[src/rtl/alu_result_stage.sv]
// alu_result_stage
//   Registered output stage behind the 3-bit mini arithmetic unit.
//
//   For every accepted result, this stage:
//   - derives the status flags {V,C,N,Z};
//   - queues the result together with its flags in a small FIFO,
//     with a valid/ready handshake on both sides;
//   - keeps a saturating count of signed-overflow (V=1) results.
//
//   Ports
//     clk, rst_n              clock, asynchronous active-low reset
//     in_valid / in_ready     upstream handshake (in_ready = not full)
//     in_sum, in_carry        arithmetic unit result and carry out
//     in_op                   {s1,s0} op select used for this result
//     in_a_msb, in_b_msb      sign bits of operands a and b
//     out_valid / out_ready   downstream handshake for the head entry
//     out_result, out_flags   head entry result and flags {V,C,N,Z}
//                             (both read 0 while the FIFO is empty)
//     ovf_clr                 synchronous clear of the overflow counter
//     ovf_count               saturating count of accepted V=1 entries

module alu_result_stage #(
  parameter int WIDTH     = 3,
  parameter int DEPTH     = 2,
  parameter int OVF_CNT_W = 8
) (
  input  logic                 clk,
  input  logic                 rst_n,
  input  logic                 in_valid,
  output logic                 in_ready,
  input  logic [WIDTH-1:0]     in_sum,
  input  logic                 in_carry,
  input  logic [1:0]           in_op,
  input  logic                 in_a_msb,
  input  logic                 in_b_msb,
  output logic                 out_valid,
  input  logic                 out_ready,
  output logic [WIDTH-1:0]     out_result,
  output logic [3:0]           out_flags,
  input  logic                 ovf_clr,
  output logic [OVF_CNT_W-1:0] ovf_count
);

  localparam int PTR_W = (DEPTH > 1) ? $clog2(DEPTH) : 1;
  localparam logic [PTR_W:0]       PTR_ONE = {{PTR_W{1'b0}}, 1'b1};
  localparam logic [OVF_CNT_W-1:0] CNT_ONE = {{(OVF_CNT_W-1){1'b0}}, 1'b1};
  localparam logic [OVF_CNT_W-1:0] CNT_MAX = '1;

  // Pointers carry one extra wrap bit so that full and empty can be told
  // apart when the index bits are equal.
  logic [PTR_W:0]   wr_ptr;
  logic [PTR_W:0]   rd_ptr;
  logic [WIDTH-1:0] result_mem [DEPTH];
  logic [3:0]       flags_mem  [DEPTH];

  logic full;
  logic empty;
  logic push;
  logic pop;

  logic flag_z;
  logic flag_n;
  logic flag_c;
  logic flag_v;

  assign empty = (wr_ptr == rd_ptr);
  assign full  = (wr_ptr[PTR_W] != rd_ptr[PTR_W]) &&
                 (wr_ptr[PTR_W-1:0] == rd_ptr[PTR_W-1:0]);

  // in_ready comes from registered state only. A full FIFO therefore
  // refuses a push even in a cycle where the head is being popped.
  assign in_ready  = !full;
  assign out_valid = !empty;

  assign push = in_valid && in_ready;
  assign pop  = out_valid && out_ready;

  // Flags for the incoming result. The overflow rule depends on which
  // operation produced the sum:
  //   - a-1 can only overflow from the most-negative a;
  //   - -b can only overflow from the most-negative b.
  // C is the raw carry; for the subtracting ops it means "no borrow".
  always_comb begin
    flag_z = (in_sum == '0);
    flag_n = in_sum[WIDTH-1];
    flag_c = in_carry;
    flag_v = 1'b0;
    case (in_op)
      2'b00: flag_v = in_a_msb && !in_sum[WIDTH-1];
      2'b01: flag_v = (in_a_msb == in_b_msb) && (in_sum[WIDTH-1] != in_a_msb);
      2'b10: flag_v = (in_a_msb != in_b_msb) && (in_sum[WIDTH-1] != in_a_msb);
      2'b11: flag_v = in_b_msb && in_sum[WIDTH-1];
      default: flag_v = 1'b0;
    endcase
  end

  // FIFO pointers and storage. Reset discards every stored entry at once.
  always_ff @(posedge clk or negedge rst_n) begin
    if (!rst_n) begin
      wr_ptr <= '0;
      rd_ptr <= '0;
      for (int i = 0; i < DEPTH; i++) begin
        result_mem[i] <= '0;
        flags_mem[i]  <= '0;
      end
    end else begin
      if (push) begin
        result_mem[wr_ptr[PTR_W-1:0]] <= in_sum;
        flags_mem[wr_ptr[PTR_W-1:0]]  <= {flag_v, flag_c, flag_n, flag_z};
        wr_ptr                        <= wr_ptr + PTR_ONE;
      end
      if (pop) begin
        rd_ptr <= rd_ptr + PTR_ONE;
      end
    end
  end

  // The head entry is masked to zero while the FIFO is empty, so stale
  // storage never shows on the outputs.
  always_comb begin
    out_result = '0;
    out_flags  = '0;
    if (!empty) begin
      out_result = result_mem[rd_ptr[PTR_W-1:0]];
      out_flags  = flags_mem[rd_ptr[PTR_W-1:0]];
    end
  end

  // Overflow event counter.
  // - It saturates at all-ones instead of wrapping.
  // - A clear in the same cycle as an overflowing push leaves the count
  //   at 1: the clear happens first, then the push is counted.
  always_ff @(posedge clk or negedge rst_n) begin
    if (!rst_n) begin
      ovf_count <= '0;
    end else if (ovf_clr) begin
      ovf_count <= (push && flag_v) ? CNT_ONE : '0;
    end else if (push && flag_v && (ovf_count != CNT_MAX)) begin
      ovf_count <= ovf_count + CNT_ONE;
    end
  end

endmodule

[config.mk]
export PLATFORM = sky130hd
export DESIGN_NAME = alu_result_stage
export DESIGN_NICKNAME = d
export VERILOG_FILES = /design/src/rtl/alu_result_stage.sv
export SDC_FILE = /design/constraint.sdc
export NUM_CORES = 1
export LEC_CHECK = 0
export ABC_AREA = 0
export CORE_MARGIN = 3
export CORE_UTILIZATION = 52
export CTS_BUF_LIST = sky130_fd_sc_hd__clkbuf_8
export DETAILED_ROUTE_END_ITERATION = 7
export PLACE_DENSITY = 0.81
export SLEW_MARGIN = 10
export SYNTH_ARGS = -nofsm -noshare
export SYNTH_HDL_FRONTEND = slang
export SYNTH_SLANG_ARGS = --single-unit
[constraint.sdc]
create_clock -name clk -period 2 [get_ports clk]
set_input_delay 0.5 -clock clk [delete_from_list [all_inputs] [get_ports clk]]
set_output_delay 0.5 -clock clk [all_outputs]
set_load 0.05 [all_outputs]
==> results.sh <==
export IMPL_pwr_share_seq_pct=21.3
export IMPL_dp_slack_ps=-581.1
export IMPL_avgRoutedWirePerCell_microns=18.85
export IMPL_firstDrtPassIters=4
export IMPL_worstSetupStartpointType="register"
export IMPL_cts_sinks=24
export IMPL_core_area_sq_um=2545
export IMPL_cp_startpoint="wr_ptr[0]"
export IMPL_nets=197
export IMPL_ant_nets=0
export IMPL_row_count=18
export IMPL_worstPathArrival_ps=1470
export IMPL_path_buf_inv=2
export IMPL_synth_seq_cells=24
export IMPL_start_util_pct=56.44
export IMPL_cp_top_family="flip-flops"
export IMPL_fin_crit_sh_pct=98.43
export IMPL_design_die_area_sq_um=3429
export IMPL_die_h_microns=58.56
export IMPL_synthCells=131
export IMPL_yosys_warnings=0
export IMPL_p_leak_uw=0.0009454
export IMPL_hold_viol=0
export IMPL_wl_met3_microns=221
export IMPL_drt_wl_total_microns=3920
export IMPL_io_buffers=29
export IMPL_drc=0
export IMPL_fill_cells=127
export IMPL_diodes=0
export IMPL_switching_share_pct=46.83
export IMPL_synth_edf_count=0
export IMPL_hpwl_microns=2050
export IMPL_clockPowerShare_pct=11.2
export IMPL_tritoncts="yes"
export IMPL_routabilityCongestion=0.7978
export IMPL_setup_ws_ps=31.39
export IMPL_finalNonFillerCells=208
export IMPL_p_sw_uw=1819
export IMPL_intPower_uw=2066
export IMPL_r2r_start="wr_ptr[1]"
export IMPL_grt_pass1_wl_microns=5513
export IMPL_vdd_drop_max_mv=2.372
export IMPL_place_inst=195
export IMPL_ios=30
export IMPL_synth_ff_type="dfrtp_1"
export IMPL_gr_usage_all_layers_pct=21.31
export IMPL_drv_slew=0
export IMPL_wl_met1_microns=1573
export IMPL_finalSetupViolations=0
export IMPL_wl_met2_microns=1952
export IMPL_combPwrFrac_pct=67.4
export IMPL_tightest_slew_ps=538.1
export IMPL_cp_max_fo=7
export IMPL_rsz0062_at_grt="true"
export IMPL_status="complete, no violations"
export IMPL_seq_area_sq_um=605.6
export IMPL_holdCritPathClass="reg -> reg"
export IMPL_ys_seq_area_share_pct=41.81
export IMPL_synth_area_sq_um=1436
export IMPL_criticalPathCategory="reg -> out"
export IMPL_synth_area_per_cell_sq_um=10.96
export IMPL_cp_slowest_cell="dfrtp_2"
export IMPL_crit_required_ps=1500
export IMPL_clk_pin_slew_ps=90
export IMPL_drive_gt1_share_pct=49.44
export IMPL_fmax_ghz=0.5080
export IMPL_post_route_min_period_ps=1969
export IMPL_antenna_found_initial=0
export IMPL_via_per_inst=5.981
export IMPL_fin_worst_skew_ps=6.785
export IMPL_fp_dieW_microns=58.56
export IMPL_grt_start_max_net_pins=25
export IMPL_clk_latency_ps=270
export IMPL_slew_headroom_pct=64.02
export IMPL_drv_cap=0
export IMPL_numCtsBuffers=3
export IMPL_synth_nets=149
export IMPL_htreeDepth=1
export IMPL_async_flop_share_pct=100.0
export IMPL_drtIter0Drc=53
export IMPL_top_layer_used="met4"
export IMPL_final_util_pct=84.02
export IMPL_endpoint_kind="primary output"
export IMPL_grt_pass1_vias=1166
export IMPL_cts_hold_buf=0
export IMPL_root_buffer="clkbuf_8"
export IMPL_syn2layout_area_growth_pct=48.87
export IMPL_overflow=0
export IMPL_path_cells="xor2_4, nor2_2, buf_6, nor2_2, buf_6"
export IMPL_ys_types=35
export IMPL_multi_input_area_sq_um=922.1
export IMPL_vias=1244
export IMPL_hp_start="result_mem[0]"
export IMPL_clk_path_buf_depth=2
export IMPL_critPathMaxStageDelay_ps=460
export IMPL_powerDensity_nw_per_um2=1817
==> power by group through the flow <==
stage          registers [uW]  clock network (uW)  logic, uW
2_1_floorplan             794                   0       1460
3_3_place_gp              792                   0       1970
3_5_place_dp              802                   0       2020
4_1_cts                   794                 434       2320
5_1_grt                   852                 456       2740
6_report                  829                 437       2620
==> cells in the final DEF, fill, tap and decap left out, types with 4 or more instances in the layout <==
| master | instances |
|---|---|
| nor4_4 | 6 |
| dfrtp_1 | 20 |
| buf_6 | 8 |
| inv_1 | 5 |
| ha_1 | 4 |
| mux2_2 | 9 |
| nand2_1 | 6 |
| nor2_1 | 6 |
| dfrtp_2 | 4 |
| nor2_2 | 7 |
| dlygate4sd2_1 | 5 |
| clkdlybuf4s50_1 | 7 |
| mux2i_1 | 5 |
| xnor2_1 | 6 |
| nor2b_1 | 6 |
| mux2_4 | 5 |
| buf_4 | 23 |
==> stage by stage <==
step / power, uW / TNS [ps] / cell area [sq um] / hold slack (ps)
after floorplan: 2259 / -128.9 / 1444 / 204.4
after global placement: 2766 / -4290 / 1774 / 464.3
after detailed placement: 2820 / -5093 / 1774 / 474.4
after CTS: 3552 / -0.1096 / 2043 / 495.0
after global routing: 4046 / -68.23 / 2138 / 531.3
final: 3885 / 0 / 2138 / 510.2
==> cell usage after synthesis, types with 2 or more instances <==
cell	count	area share, %
nor2b_1	7	3.0
dfrtp_1	24	42
inv_1	8	2.1
nand3_1	3	1.0
a31o_2	2	1.2
mux2_1	4	3.1
o31ai_1	2	1.0
or4_1	2	1.0
ha_1	5	4.4
mux2i_1	6	4.2
nand2_1	6	1.6
nor4_1	2	0.87
mux2_2	11	8.6
xnor2_1	6	3.7
buf_6	3	2.4
o21ai_0	3	1.0
buf_4	2	1.0
nor4_2	4	3.5
nor2_1	14	3.7
and3_1	2	0.87
==> registers in the layout, indices dropped and copies added, names as in the netlist <==
signal      count
ovf_count       8
wr_ptr          2
rd_ptr          2
flags_mem       8
result_mem      4
==> routing by layer <==
metal | global-route usage [%] | vias to the layer above
met5 | 0 | -
met4 | 5.629 | 0
met3 | 3.728 | 18
met2 | 38.12 | 61
met1 | 26.35 | 615
li1 | - | 550
==> logic make-up after synthesis <==
logic type               count (synthesis)  synth area share [%]
AO/OA/AOI/OAI                           13                 6.794
XOR/XNOR                                 9                 7.753
adder cells (fa/ha/maj)                  5                 4.355
buffers and inverters                   15                 6.097
flip-flops                              24                 41.81
multiplexers                            21                 15.94
AND/OR/NAND/NOR                         44                 17.25
==> worst register-to-register path: stages (launching register included) <==
cell and delay, ps:
dfrtp_2 450, xnor2_1 340, o21ai_4 220, buf_4 210
nor4_4 290, mux2_4 330
==> path summary, 6_finish.rpt <==
path / end / slack (ps) / cells after the start
worst min-delay path: result_mem[0] / 510 / 1
worst max register to register: ovf_count[4] / 60 / 5
min in group asynchronous: ovf_count[0] / 590 / 2
worst max-delay path: out_flags[2] / 30 / 5
worst min register to register: result_mem[0] / 510 / 1
max in group asynchronous: rd_ptr[0] / 1150 / 2
==> timing repair <==
action | 4_1_cts | 5_1_grt
setup endpoints to repair | 17 | 12
gates resized for setup | 39 | 16
buffers inserted | 3 | 4
pin swaps | 10 | 4
hold endpoints to repair | 0 | 0
cloned | 2 | 0
==> area by class of cell <==
type | count | share of cell area, %
sequential | 24 | 28.32
multi-input combinational | 93 | 43.12
inverter | 8 | 1.404
timing repair buffer | 49 | 22.06
tap | 30 | 1.755
clock inverter | 1 | 1.404
clock buffer | 3 | 1.931
Power figures use the tool's default switching activity.
